==> src/rtl/imm_encoder_if.sv <==
// rtl/imm_encoder_if.sv - request/result handshake bundle for imm_encoder
interface imm_encoder_if #(
  parameter int CNT_W = 16
);
  logic             in_valid;
  logic             in_ready;
  logic [31:0]      in_imm;
  logic [2:0]       in_imm_src;
  logic [31:0]      in_base;
  logic             out_valid;
  logic             out_ready;
  logic [31:0]      out_instr;
  logic             out_err;
  logic [CNT_W-1:0] err_count;

  modport master (
    output in_valid, in_imm, in_imm_src, in_base, out_ready,
    input  in_ready, out_valid, out_instr, out_err, err_count
  );

  modport slave (
    input  in_valid, in_imm, in_imm_src, in_base, out_ready,
    output in_ready, out_valid, out_instr, out_err, err_count
  );
endinterface

==> src/rtl/imm_encoder.sv <==
// rtl/imm_encoder.sv - packs a 32-bit immediate into RV32 I/S/B/U/J/CSR fields of a template
// Optional IMM_RANGE_CHECK_EN flags immediates that do not fit the selected format.
module imm_encoder #(
  parameter int CNT_W = 16
) (
  input  logic          clk,
  input  logic          rst_n,
  imm_encoder_if.slave  bus
);

  logic             s1_valid;
  logic [31:0]      s1_imm;
  logic [31:0]      s1_base;
  logic [2:0]       s1_src;
  logic             s2_valid;
  logic [31:0]      s2_instr;
  logic             s2_err;
  logic [CNT_W-1:0] cnt;

  logic             s2_adv;
  logic             s1_adv;
  logic             in_fire;
  logic [31:0]      enc_instr;
  logic             illegal;
  logic             enc_err;

  assign s2_adv       = !s2_valid || bus.out_ready;
  assign s1_adv       = s1_valid && s2_adv;
  assign bus.in_ready = !s1_valid || s2_adv;
  assign in_fire      = bus.in_valid && bus.in_ready;

  always_ff @(posedge clk or negedge rst_n) begin
    if (!rst_n) begin
      s1_valid <= 1'b0;
      s1_imm   <= '0;
      s1_base  <= '0;
      s1_src   <= '0;
    end else if (in_fire) begin
      s1_valid <= 1'b1;
      s1_imm   <= bus.in_imm;
      s1_base  <= bus.in_base;
      s1_src   <= bus.in_imm_src;
    end else if (s1_adv) begin
      s1_valid <= 1'b0;
    end
  end

  // Only the immediate-field bits are overwritten; everything else is the template.
  always_comb begin
    enc_instr = s1_base;
    illegal   = 1'b0;
    case (s1_src)
      3'b000: enc_instr[31:20] = s1_imm[11:0];
      3'b001: begin
        enc_instr[31:25] = s1_imm[11:5];
        enc_instr[11:7]  = s1_imm[4:0];
      end
      3'b010: begin
        enc_instr[31]    = s1_imm[12];
        enc_instr[30:25] = s1_imm[10:5];
        enc_instr[11:8]  = s1_imm[4:1];
        enc_instr[7]     = s1_imm[11];
      end
      3'b011: enc_instr[31:12] = s1_imm[31:12];
      3'b100: begin
        enc_instr[31]    = s1_imm[20];
        enc_instr[30:21] = s1_imm[10:1];
        enc_instr[20]    = s1_imm[11];
        enc_instr[19:12] = s1_imm[19:12];
      end
      3'b101: enc_instr[19:15] = s1_imm[4:0];
      default: illegal = 1'b1;
    endcase
  end

`ifdef IMM_RANGE_CHECK_EN
  logic range_err;

  // A sign-extended field fits when all bits above it agree with its sign bit.
  always_comb begin
    range_err = 1'b0;
    case (s1_src)
      3'b000, 3'b001: range_err = !((&s1_imm[31:11]) || !(|s1_imm[31:11]));
      3'b010: range_err = !((&s1_imm[31:12]) || !(|s1_imm[31:12])) || s1_imm[0];
      3'b011: range_err = |s1_imm[11:0];
      3'b100: range_err = !((&s1_imm[31:20]) || !(|s1_imm[31:20])) || s1_imm[0];
      3'b101: range_err = |s1_imm[31:5];
      default: range_err = 1'b0;
    endcase
  end

  assign enc_err = illegal || range_err;
`else
  assign enc_err = illegal;
`endif

  always_ff @(posedge clk or negedge rst_n) begin
    if (!rst_n) begin
      s2_valid <= 1'b0;
      s2_instr <= '0;
      s2_err   <= 1'b0;
    end else if (s2_adv) begin
      s2_valid <= s1_valid;
      if (s1_valid) begin
        s2_instr <= enc_instr;
        s2_err   <= enc_err;
      end
    end
  end

  always_ff @(posedge clk or negedge rst_n) begin
    if (!rst_n) begin
      cnt <= '0;
    end else if (s2_valid && bus.out_ready && s2_err && (cnt != {CNT_W{1'b1}})) begin
      cnt <= cnt + 1'b1;
    end
  end

  assign bus.out_valid = s2_valid;
  assign bus.out_instr = s2_instr;
  assign bus.out_err   = s2_err;
  assign bus.err_count = cnt;

endmodule

==> src/flat_wrapper.sv <==
// flat-port wrapper written by rule: the top's interface ports become plain ports
module imm_encoder_flat 
#(
  parameter int CNT_W = 16
)
  (clk, rst_n, bus_in_valid, bus_in_imm, bus_in_imm_src, bus_in_base, bus_out_ready, bus_in_ready, bus_out_valid, bus_out_instr, bus_out_err, bus_err_count);
  imm_encoder_if #(.CNT_W(CNT_W)) bus_i ();
  input  logic clk;
  input  logic rst_n;
  input wire logic [$bits(bus_i.in_valid)-1:0] bus_in_valid;
  input wire logic [$bits(bus_i.in_imm)-1:0] bus_in_imm;
  input wire logic [$bits(bus_i.in_imm_src)-1:0] bus_in_imm_src;
  input wire logic [$bits(bus_i.in_base)-1:0] bus_in_base;
  input wire logic [$bits(bus_i.out_ready)-1:0] bus_out_ready;
  output wire logic [$bits(bus_i.in_ready)-1:0] bus_in_ready;
  output wire logic [$bits(bus_i.out_valid)-1:0] bus_out_valid;
  output wire logic [$bits(bus_i.out_instr)-1:0] bus_out_instr;
  output wire logic [$bits(bus_i.out_err)-1:0] bus_out_err;
  output wire logic [$bits(bus_i.err_count)-1:0] bus_err_count;
  assign bus_i.in_valid = bus_in_valid;
  assign bus_i.in_imm = bus_in_imm;
  assign bus_i.in_imm_src = bus_in_imm_src;
  assign bus_i.in_base = bus_in_base;
  assign bus_i.out_ready = bus_out_ready;
  assign bus_in_ready = bus_i.in_ready;
  assign bus_out_valid = bus_i.out_valid;
  assign bus_out_instr = bus_i.out_instr;
  assign bus_out_err = bus_i.out_err;
  assign bus_err_count = bus_i.err_count;
  imm_encoder #(.CNT_W(CNT_W)) u_core (.clk(clk), .rst_n(rst_n), .bus(bus_i));
endmodule
==> config.mk <==
export PLATFORM = sky130hd
export DESIGN_NAME = imm_encoder_flat
export DESIGN_NICKNAME = d
export VERILOG_FILES = /design/src/rtl/imm_encoder_if.sv /design/src/rtl/imm_encoder.sv /design/src/flat_wrapper.sv
export SDC_FILE = /design/constraint.sdc
export NUM_CORES = 1
export LEC_CHECK = 0
export ABC_CLOCK_PERIOD_IN_PS = 2000
export CAP_MARGIN = 15
export CORE_MARGIN = 1
export CORE_UTILIZATION = 35
export CTS_BUF_LIST = sky130_fd_sc_hd__clkbuf_8
export CTS_CLUSTER_SIZE = 16
export DETAILED_ROUTE_END_ITERATION = 6
export DONT_BUFFER_PORTS = 1
export HOLD_SLACK_MARGIN = 0.05
export PLACE_DENSITY = 0.61
export SLEW_MARGIN = 10
export SYNTH_ARGS = -nofsm -noshare
export SYNTH_HDL_FRONTEND = slang
export SYNTH_SLANG_ARGS = --single-unit
==> constraint.sdc <==
create_clock -name clk -period 2 [get_ports clk]
set_clock_uncertainty 0.15 [all_clocks]
set_input_delay 0.3 -clock clk [delete_from_list [all_inputs] [get_ports clk]]
set_output_delay 0.3 -clock clk [all_outputs]
set_load 0.02 [all_outputs]
Word level (Yosys, flattened, before mapping)

Cells that the tools add are included.

Register bits after elaboration: 118
Bits of input ports: 71
Output and inout port bits: 51
Latch bits: 0
Memories kept: 0
Word-level logic and storage cells: 38
RAM bits: 0
Bits in read-only memories: 0

Magnitude comparators: 0
Add/subtract/negate cells: 1
Shifts and indexed selects: 0
Div/mod/pow operators: 0
Eq/ne operators: 6
Multipliers: 0
Multiplexer cells: 8
Bitwise logic cells: 0
Reduce and logical (&&, ||, !) cells: 15

Operators by type and width:

| kind                                          | number |
|---|---|
| case mux 7 bit (4 select lines)               | 1 |
| case mux 5 bit (2 select lines)               | 2 |
| adder 16 x 1 -> 16 bit, second input constant | 1 |
| != test 16 bit, second input constant         | 1 |
| case mux 5 bit (3 select lines)               | 1 |
| == test 3 x 2 -> 1 bit, second input constant | 2 |
| == test 3 bit, second input constant          | 2 |
| OR reduction 6 bit                            | 1 |
| logical AND 1 bit                             | 5 |
| OR reduction 2 bit                            | 2 |
| == test 3 x 1 -> 1 bit, second input constant | 1 |
| logical NOT 3 bit                             | 1 |
| 2-to-1 mux 1 bit                              | 3 |
| 2-to-1 mux 3 bit                              | 1 |
| logical NOT 1 bit                             | 2 |
| logical OR 1 bit                              | 2 |
| AND reduction 2 bit                           | 1 |
| nonzero test 2 bit                            | 1 |

Depth between registers and ports, before layout

Gate-level depths: netlist (run 1).

Depth after elaboration: 5
Depth in mapped cells: 6
Depth with buffers taken out: 5

Least setup slack after synthesis (run 1)

OpenSTA, ideal clock, no wires.

Path kind: reg2reg
Start: reg u_core.cnt[0], in the netlist u_core.bus.err_count[0]
End: reg u_core.cnt[12], in the netlist u_core.bus.err_count[12]
Buffers on the path: 0
Arrival: 1.769 ns
Stages on the path, launching flop included: 6
Setup time: 0.125 ns
Slack: -0.044 ns
Clock period less this slack: 2.044 ns
Path through: dfrtp_1 ha_1 nand3_1 or3_4 nor2_1 mux2_2

Cells in the longest elaborated chain, start to end: 2
Elaborated cells between the ends (all ways): 3
Those cells by class: add/sub (1); eq/ne (1); reduce/logical (1)

RTL lines:

| item                                                                           | line               | source |
|---|---|---|
| start, declared                                                                | imm_encoder.sv:18  | `logic [CNT_W-1:0] cnt;` |
| start signal, assigned                                                         | imm_encoder.sv:115 | `cnt <= cnt + 1'b1;` |
| parallel branches: the longest is 2 deep, another holds adder 16 x 1 -> 16 bit | --                 |  |

Parallel ways; which one is timed is not known.
A chain may end at the register's enable or synchronous reset.

Worst setup path in the final report (run 1)

Ends and elaborated chain as after synthesis.

==> results of run 1 <==
[sequential cells by signal (all words and copies together), names as in the netlist]
name	cells
u_core.bus.err_count	16
u_core.bus.out_instr	32
u_core.bus.out_valid	1
u_core.s1_src	3
u_core.bus.out_err	1
u_core.s1_valid	1
u_core.s1_imm	32
u_core.s1_base	32
[cell type report]
cell class              count  area [sq um]  area share
clock inverters            12           199      0.0291
multi-input cells         284          2170       0.318
well taps                 184           230      0.0337
clock buffers              20           275      0.0403
flip-flops and latches    118          2960       0.433
inverters                   4          15.0     0.00220
repair buffers            103           983       0.144
[power by group]
part,total (mW),internal [mW],switching (mW)
Sequential,3.40,2.81,0.587
Combinational,1.31,0.692,0.614
Clock,2.58,1.58,1.00
Total,7.29,5.08,2.20
[layer usage]
layer	vias to the layer above	wire, microns
met1	1902	5480
li1	1742	-
met3	19	947
met5	-	0
met2	129	6340
met4	0	196
[kinds of logic (layout without fill, tap and decap cells)]
logic type | Yosys count | in the layout
fa+ha+maj | 1 | 1
mux | 90 | 90
simple gates | 102 | 102
compound gates | 77 | 77
flops | 118 | 118
buf+inv | 30 | 139
xor+xnor | 14 | 14
[worst max-delay path by stage]
stage                            startpoint                        to
floorplan           u_core.bus.err_count[1]  u_core.bus.err_count[12]
global placement    u_core.bus.err_count[0]  u_core.bus.err_count[12]
detailed placement  u_core.bus.err_count[1]  u_core.bus.err_count[12]
CTS                 u_core.bus.err_count[1]  u_core.bus.err_count[12]
global route        u_core.bus.err_count[1]  u_core.bus.err_count[12]
finish              u_core.bus.err_count[0]  u_core.bus.err_count[12]
[cells in the mapped netlist, types with 2 or more instances]
cell type and n:
nand4_1 3, nand2_1 41, o22ai_1 3, inv_1 3
mux2_2 76, nand3_1 5, a32oi_1 6, nor2_1 24
buf_1 4, dfrtp_1 118, nor2b_1 3, a221o_1 4
a21oi_1 25, nand2b_1 5, clkbuf_1 10, nor3_1 7
mux2i_1 14, buf_2 12, xor2_1 12, o21ai_0 19
xnor2_1 2, a22o_1 12, nor4_1 3
[critical path, stage by stage (launching register included)]
cell and delay, ns:
dfrtp_2 0.37, ha_1 0.19, nand3_1 0.17, or3_4 0.45, nor2_1 0.11, mux2_2 0.34
[timing repair]
item                                    CTS  global route
buffers inserted                          0             0
endpoints found under the setup margin    0             0
endpoints found under the hold margin   194           118
==> summary.md, run 1 <==
| Metric | Value |
|---|---|
| Status | finished, violations left |
| Failing checks | hold timing |
| Worst EP arrival | around 2.1 ns |
| DRC | 0 |
| Primary FF master, synth | dfrtp_1 |
| CTS tree | done |
| Period utilization | 0.941 |
| Starting density of the core | 0.359 |
| Gpl congestion | 0.802 |
| Async S/R FF share, synth | 1.00 |
| Post-synthesis register bit count | 118 |
| IO Count | ~120 |
| Sink Count | roughly 120 |
| R2R setup slack | around 0.12 ns |
| Core ar. | between 10000 and 15000 sq um |
| Setup Crit Path Kind | reg2reg |
| Final cell count without fillers | between 700 and 800 |
| GR Util All Layers | 0.181 |
| Vias in the first global route | just over 4000 |
| Grt ovf | 0 |
| WL/cell | approximately 18 microns |
| Post-CTS Hold Buffers | 69 |
| Fin Hold WS | -0.601 ns |
| H-tree levels | 4 |
| Die ar. | about 15000 sq um |
| Largest area contributor in the netlist | dfrtp_1 |
| Number of flops mapped to enable cells by yosys | 0 |
| Fin util | 0.468 |
| IO Port Bufs | 0 |
| Fraction of layout cells with a size suffix above 1 | 0.283 |
| Most common library cell in the layout ignoring fill and taps | dfrtp_1 |
| Synth Warn # | 0 |
| Nets | 600 |
| Synth Area in Adders | 0.00239 |
| Reg2reg path depth | 5 |
| Post-Route WL | 13000 microns |
| Met2 Track Usage GR | 0.292 |
| Xor-xnor portion of the synthesized cell area | 0.0234 |
| Worst-Margin Slew | 0.482 ns |
| Fmax | approximately 530 MHz |
| Tmin final | approximately 1.9 ns |
| Register area share after synthesis | 0.563 |
| Most frequent cells in the layout | dfrtp_1, mux2_2, dlygate4sd3_1 |
| Hold Violations, Final | approximately 120 |
| RSZ-0062 raised after global routing | false |
| N_diodes | 0 |
| Setup WS post-layout | 0.118 ns |
| P per Cell Area | around 1100 nW/um^2 |
| Worst Setup Start Kind | flop |
| Leak pwr | ~3 nW |
| Mux cell area share after synthesis | 0.190 |
| Final Max Slew Viols | 0 |
| Synth top area share | 0.563 |
| Synth Net Count | about 500 |
| Synth unique cells | 44 |
| Overall die width | ~120 microns |
| Total negative setup slack | 0 ns |
| CP max FO | 4 |
| Largest family of logic cells by synthesized area | multiplexers |
| Post-DRT Antenna Nets | 0 |
| DP Worst Slack | around 0.14 ns |
| Synthesized instance count | roughly 430 |
| R2R Path End | u_core.bus.err_count[12] |
| Dpl cells | between 600 and 700 |
| Max Cap Violations | 0 |
| Top cells by area, synth | dfrtp_1, mux2_2, nand2_1 |
| Final setup fails | 0 |
| Post-DP HPWL | ~8300 microns |
| Fraction of the mapped netlist area in compound gates | 0.0957 |
| Clk buf depth | 2 |
| Initial antenna violation count | 0 |
| Worst skew pair latency | about 0.44 ns |
| First-pass GRT wire length | roughly 22000 microns |
| Slew headroom | 0.678 |
| Mean Syn Cell Area | about 12 sq um |
| DP Area | 5660 sq um |
| Clk root buf | clkbuf_8 |
| Busiest layer in global routing | met2 |
| Req. time, crit path | between 2 and 2.5 ns |
| Design area | 6830 sq um |
| Min-Delay Path Class | in2async |
| Rows | 44 |
| Netlist Area Pre-Place | approximately 5200 sq um |
| Starting DRT DRC Count | around 180 |
| Die height | around 120 microns |
| Worst setup EP type | flop |
| CTS-repair resized insts | 0 |
| Global Route met1 Usage | 0.223 |
| Crit Reg-Reg Startpoint | u_core.bus.err_count[0] |
| DR pass1 iterations | 4 |
| Area Growth Syn to Fin | 30.3% |
| VDD IR-drop max | between 0.0005 and 0.0006 V |
| TritonCTS Buffers | 17 |
| Total power | 7.29 mW |
| Fillers | between 1000 and 1500 |
| Via density | between 5 and 6 |
| Largest net degree at the start of global routing | 119 |
| Vias | roughly 3800 |
| Grt met3 use | 0.0623 |
| Synth Area in Simple Gates | 0.101 |
| Reg clk slew, reported paths | around 0.080 ns |
Note: power is estimated with default switching activity, not from simulation.
==> run 2, diff against run 1 <==
--- a/config.mk
+++ b/config.mk
@@ -5,7 +5,7 @@
 export SDC_FILE = /design/constraint.sdc
 export NUM_CORES = 1
 export LEC_CHECK = 0
-export ABC_CLOCK_PERIOD_IN_PS = 2000
+export ABC_CLOCK_PERIOD_IN_PS = 1600
 export CAP_MARGIN = 15
 export CORE_MARGIN = 1
 export CORE_UTILIZATION = 35
@@ -19,3 +19,4 @@
 export SYNTH_ARGS = -nofsm -noshare
 export SYNTH_HDL_FRONTEND = slang
 export SYNTH_SLANG_ARGS = --single-unit
+export TNS_END_PERCENT = 10
==> constraint.sdc (replaced) <==
create_clock -name clk -period 1.6 [get_ports clk]
set_clock_uncertainty 0.15 [all_clocks]
set_input_delay 0.24 -clock clk [delete_from_list [all_inputs] [get_ports clk]]
set_output_delay 0.24 -clock clk [all_outputs]
set_load 0.02 [all_outputs]
==> summary.md, run 2 (same netlist as run 1, synthesis figures left out) <==
| Metric | Value |
|---|---|
| Design area | 7280 sq um (+6.6%) |
| Worst Setup Start Kind | flop |
| RSZ-0062 raised after global routing | true |
| Worst EP arrival | 1.87 ns (-0.19 ns) |
| DR pass1 iterations | 4 (unchanged) |
| P per Cell Area | 1250 nW/um^2 (+17%) |
| Final setup fails | 68 (+68) |
| CTS tree | done |
| Max Cap Violations | 0 (unchanged) |
| Req. time, crit path | 1.77 ns (-0.41 ns) |
| Tmin final | 1.70 ns (-0.183 ns) |
| Setup Crit Path Kind | reg2reg |
| Nets | 630 (+5.0%) |
| Starting DRT DRC Count | 156 (-13%) |
| Final Max Slew Viols | 0 (unchanged) |
| DRC | 0 (unchanged) |
| Sw Ratio | 0.320 (+0.0173) |
| Period utilization | 1.06 (+0.121) |
| TritonCTS Buffers | 17 (unchanged) |
| Grt ovf | 0 (unchanged) |
| Fin util | 0.499 (+0.0307) |
| Rows | 44 (unchanged) |
| Overall die width | 124 microns (unchanged) |
| Most common library cell in the layout ignoring fill and taps | dfrtp_1 |
| Leak pwr | 3.26 nW (+8.2%) |
| Worst-Margin Slew | 0.378 ns (-0.104 ns) |
| Most frequent cells in the layout | dfrtp_1, dlygate4sd3_1, mux2_2 |
| N_diodes | 0 (unchanged) |
| Sink Count | 118 (unchanged) |
| Worst setup EP type | flop |
| Switching power | 2.90 mW (+32%) |
| Slew headroom | 0.746 (+0.0689) |
| Fin Hold WS | -0.662 ns (-0.0608 ns) |
| Via density | 5.16 (-1.4%) |
| Post-DP HPWL | 8900 microns (+6.8%) |
| Vias in the first global route | 4031 (-1.2%) |
| Post-DRT Antenna Nets | 0 (unchanged) |
| Clock network power share | 0.310 (-0.044) |
| Clk root buf | clkbuf_8 |
| Worst skew pair latency | 0.45 ns (about the same) |
| Status | finished, violations left |
| Initial antenna violation count | 0 (unchanged) |
| Clk buf depth | 2 (unchanged) |
| Min-Delay Path Class | in2async |
| Vias | 3894 (+2.7%) |
| Fillers | 1274 (-4.9%) |
| Starting density of the core | 0.359 (unchanged) |
| WL/cell | 17.7 microns (-0.73%) |
| Core ar. | 14600 sq um (unchanged) |
| VDD IR-drop max | 0.000660 V (+32%) |
| Largest net degree at the start of global routing | 119 (unchanged) |
| H-tree levels | 4 (unchanged) |
| Fmax | 589 MHz (+11%) |
| Reg clk slew, reported paths | 0.08 ns (about the same) |
| DP Area | 5900 sq um (+4.1%) |
| Fraction of layout cells with a size suffix above 1 | 0.361 (+0.0780) |
| First-pass GRT wire length | 21900 microns (about the same) |
| Gpl congestion | 0.806 (+0.60%) |
| Area Growth Syn to Fin | 38.8% |
| CP max FO | 5 (+1) |
| Internal Dissipation | 6.18 mW (+22%) |
| Setup WS post-layout | -0.0987 ns (-0.217 ns) |
| GR Util All Layers | 0.181 (+0.000619) |
| Die height | 124 microns (unchanged) |
| Hold Violations, Final | 118 (unchanged) |
| Share of power burned in registers | 0.472 (+0.006) |
| Gate power share | 0.217 (+0.038) |
| Die ar. | 15500 sq um (unchanged) |
| Failing checks | hold timing, setup timing |
| Post-Route WL | 13400 microns (+3.4%) |
| IO Port Bufs | 0 (unchanged) |
| IO Count | 122 (unchanged) |
-- run 2: per-layer routing --
metal  vias to the layer above  global-route usage  wire [microns]
li1                       1810                   -               -
met1                      1932               0.223            5640
met2                       137               0.293            6580
met3                        15              0.0640             989
met4                         0              0.0666             193
met5                         -                   0               0
-- run 2: layout make-up --
| cell class | instances | area (sq um) | area share |
|---|---|---|---|
| flip-flops and latches | 118 | 2970 | 0.408 |
| inverters | 4 | 16.3 | 0.00224 |
| multi-input cells | 284 | 2340 | 0.322 |
| clock inverters | 15 | 178 | 0.0244 |
| repair buffers | 133 | 1310 | 0.180 |
| clock buffers | 17 | 234 | 0.0322 |
| well taps | 184 | 230 | 0.0316 |
-- run 2: per-stage QoR --
stage | power (mW) | hold WS, ns | worst slack [ns] | TNS [ns] | std cells
after floorplan | 5.34 | -0.206 | -0.181 | -9.92 | 432
after global placement | 5.91 | -0.198 | -0.0989 | -1.45 | 646
after detailed placement | 5.99 | -0.198 | -0.162 | -3.04 | 646
after CTS | 9.01 | -0.697 | -0.115 | -3.21 | 748
after global routing | 9.56 | -0.713 | -0.178 | -8.64 | 755
final | 9.08 | -0.662 | -0.0987 | -3.74 | 755
-- run 2: what timing repair did --
action | in CTS | in global routing
pin swaps | 3 | 9
endpoints found under the setup margin | 35 | 115
gates resized for setup | 10 | 38
endpoints found under the hold margin | 197 | 120
cloned | 0 | 2
setup buffers | 0 | 4
hold buffers | 70 | 1
-- run 2: power by group through the flow --
stage	registers (mW)	clock network [mW]	logic [mW]
finish	4.29	2.82	1.97
global route	4.36	3.03	2.17
CTS	4.28	2.90	1.83
detailed placement	4.33	0	1.66
global placement	4.31	0	1.60
floorplan	4.23	0	1.11
-- run 2: final timing paths --
check                      depth (start not counted)                     from                      end  slack, ns
setup reg to reg                                   5  u_core.bus.err_count[0]  u_core.bus.err_count[1]       -0.1
min in group clk                                   3             bus_in_valid       u_core.s1_base[31]       0.13
hold / removal                                     0                    rst_n  u_core.bus.out_instr[7]      -0.66
setup / recovery                                   5  u_core.bus.err_count[0]  u_core.bus.err_count[1]       -0.1
max in group asynchronous                          0                    rst_n  u_core.bus.err_count[9]       1.74
hold reg to reg                                    2        u_core.s1_base[3]  u_core.bus.out_instr[3]       0.32
-- run 2: critical path, cell delays in order (launching register included) --
cell	delay [ns]
dfrtp_2	0.39
ha_4	0.15
nand3_4	0.09
nor4_4	0.41
nor2_2	0.10
mux2_2	0.29
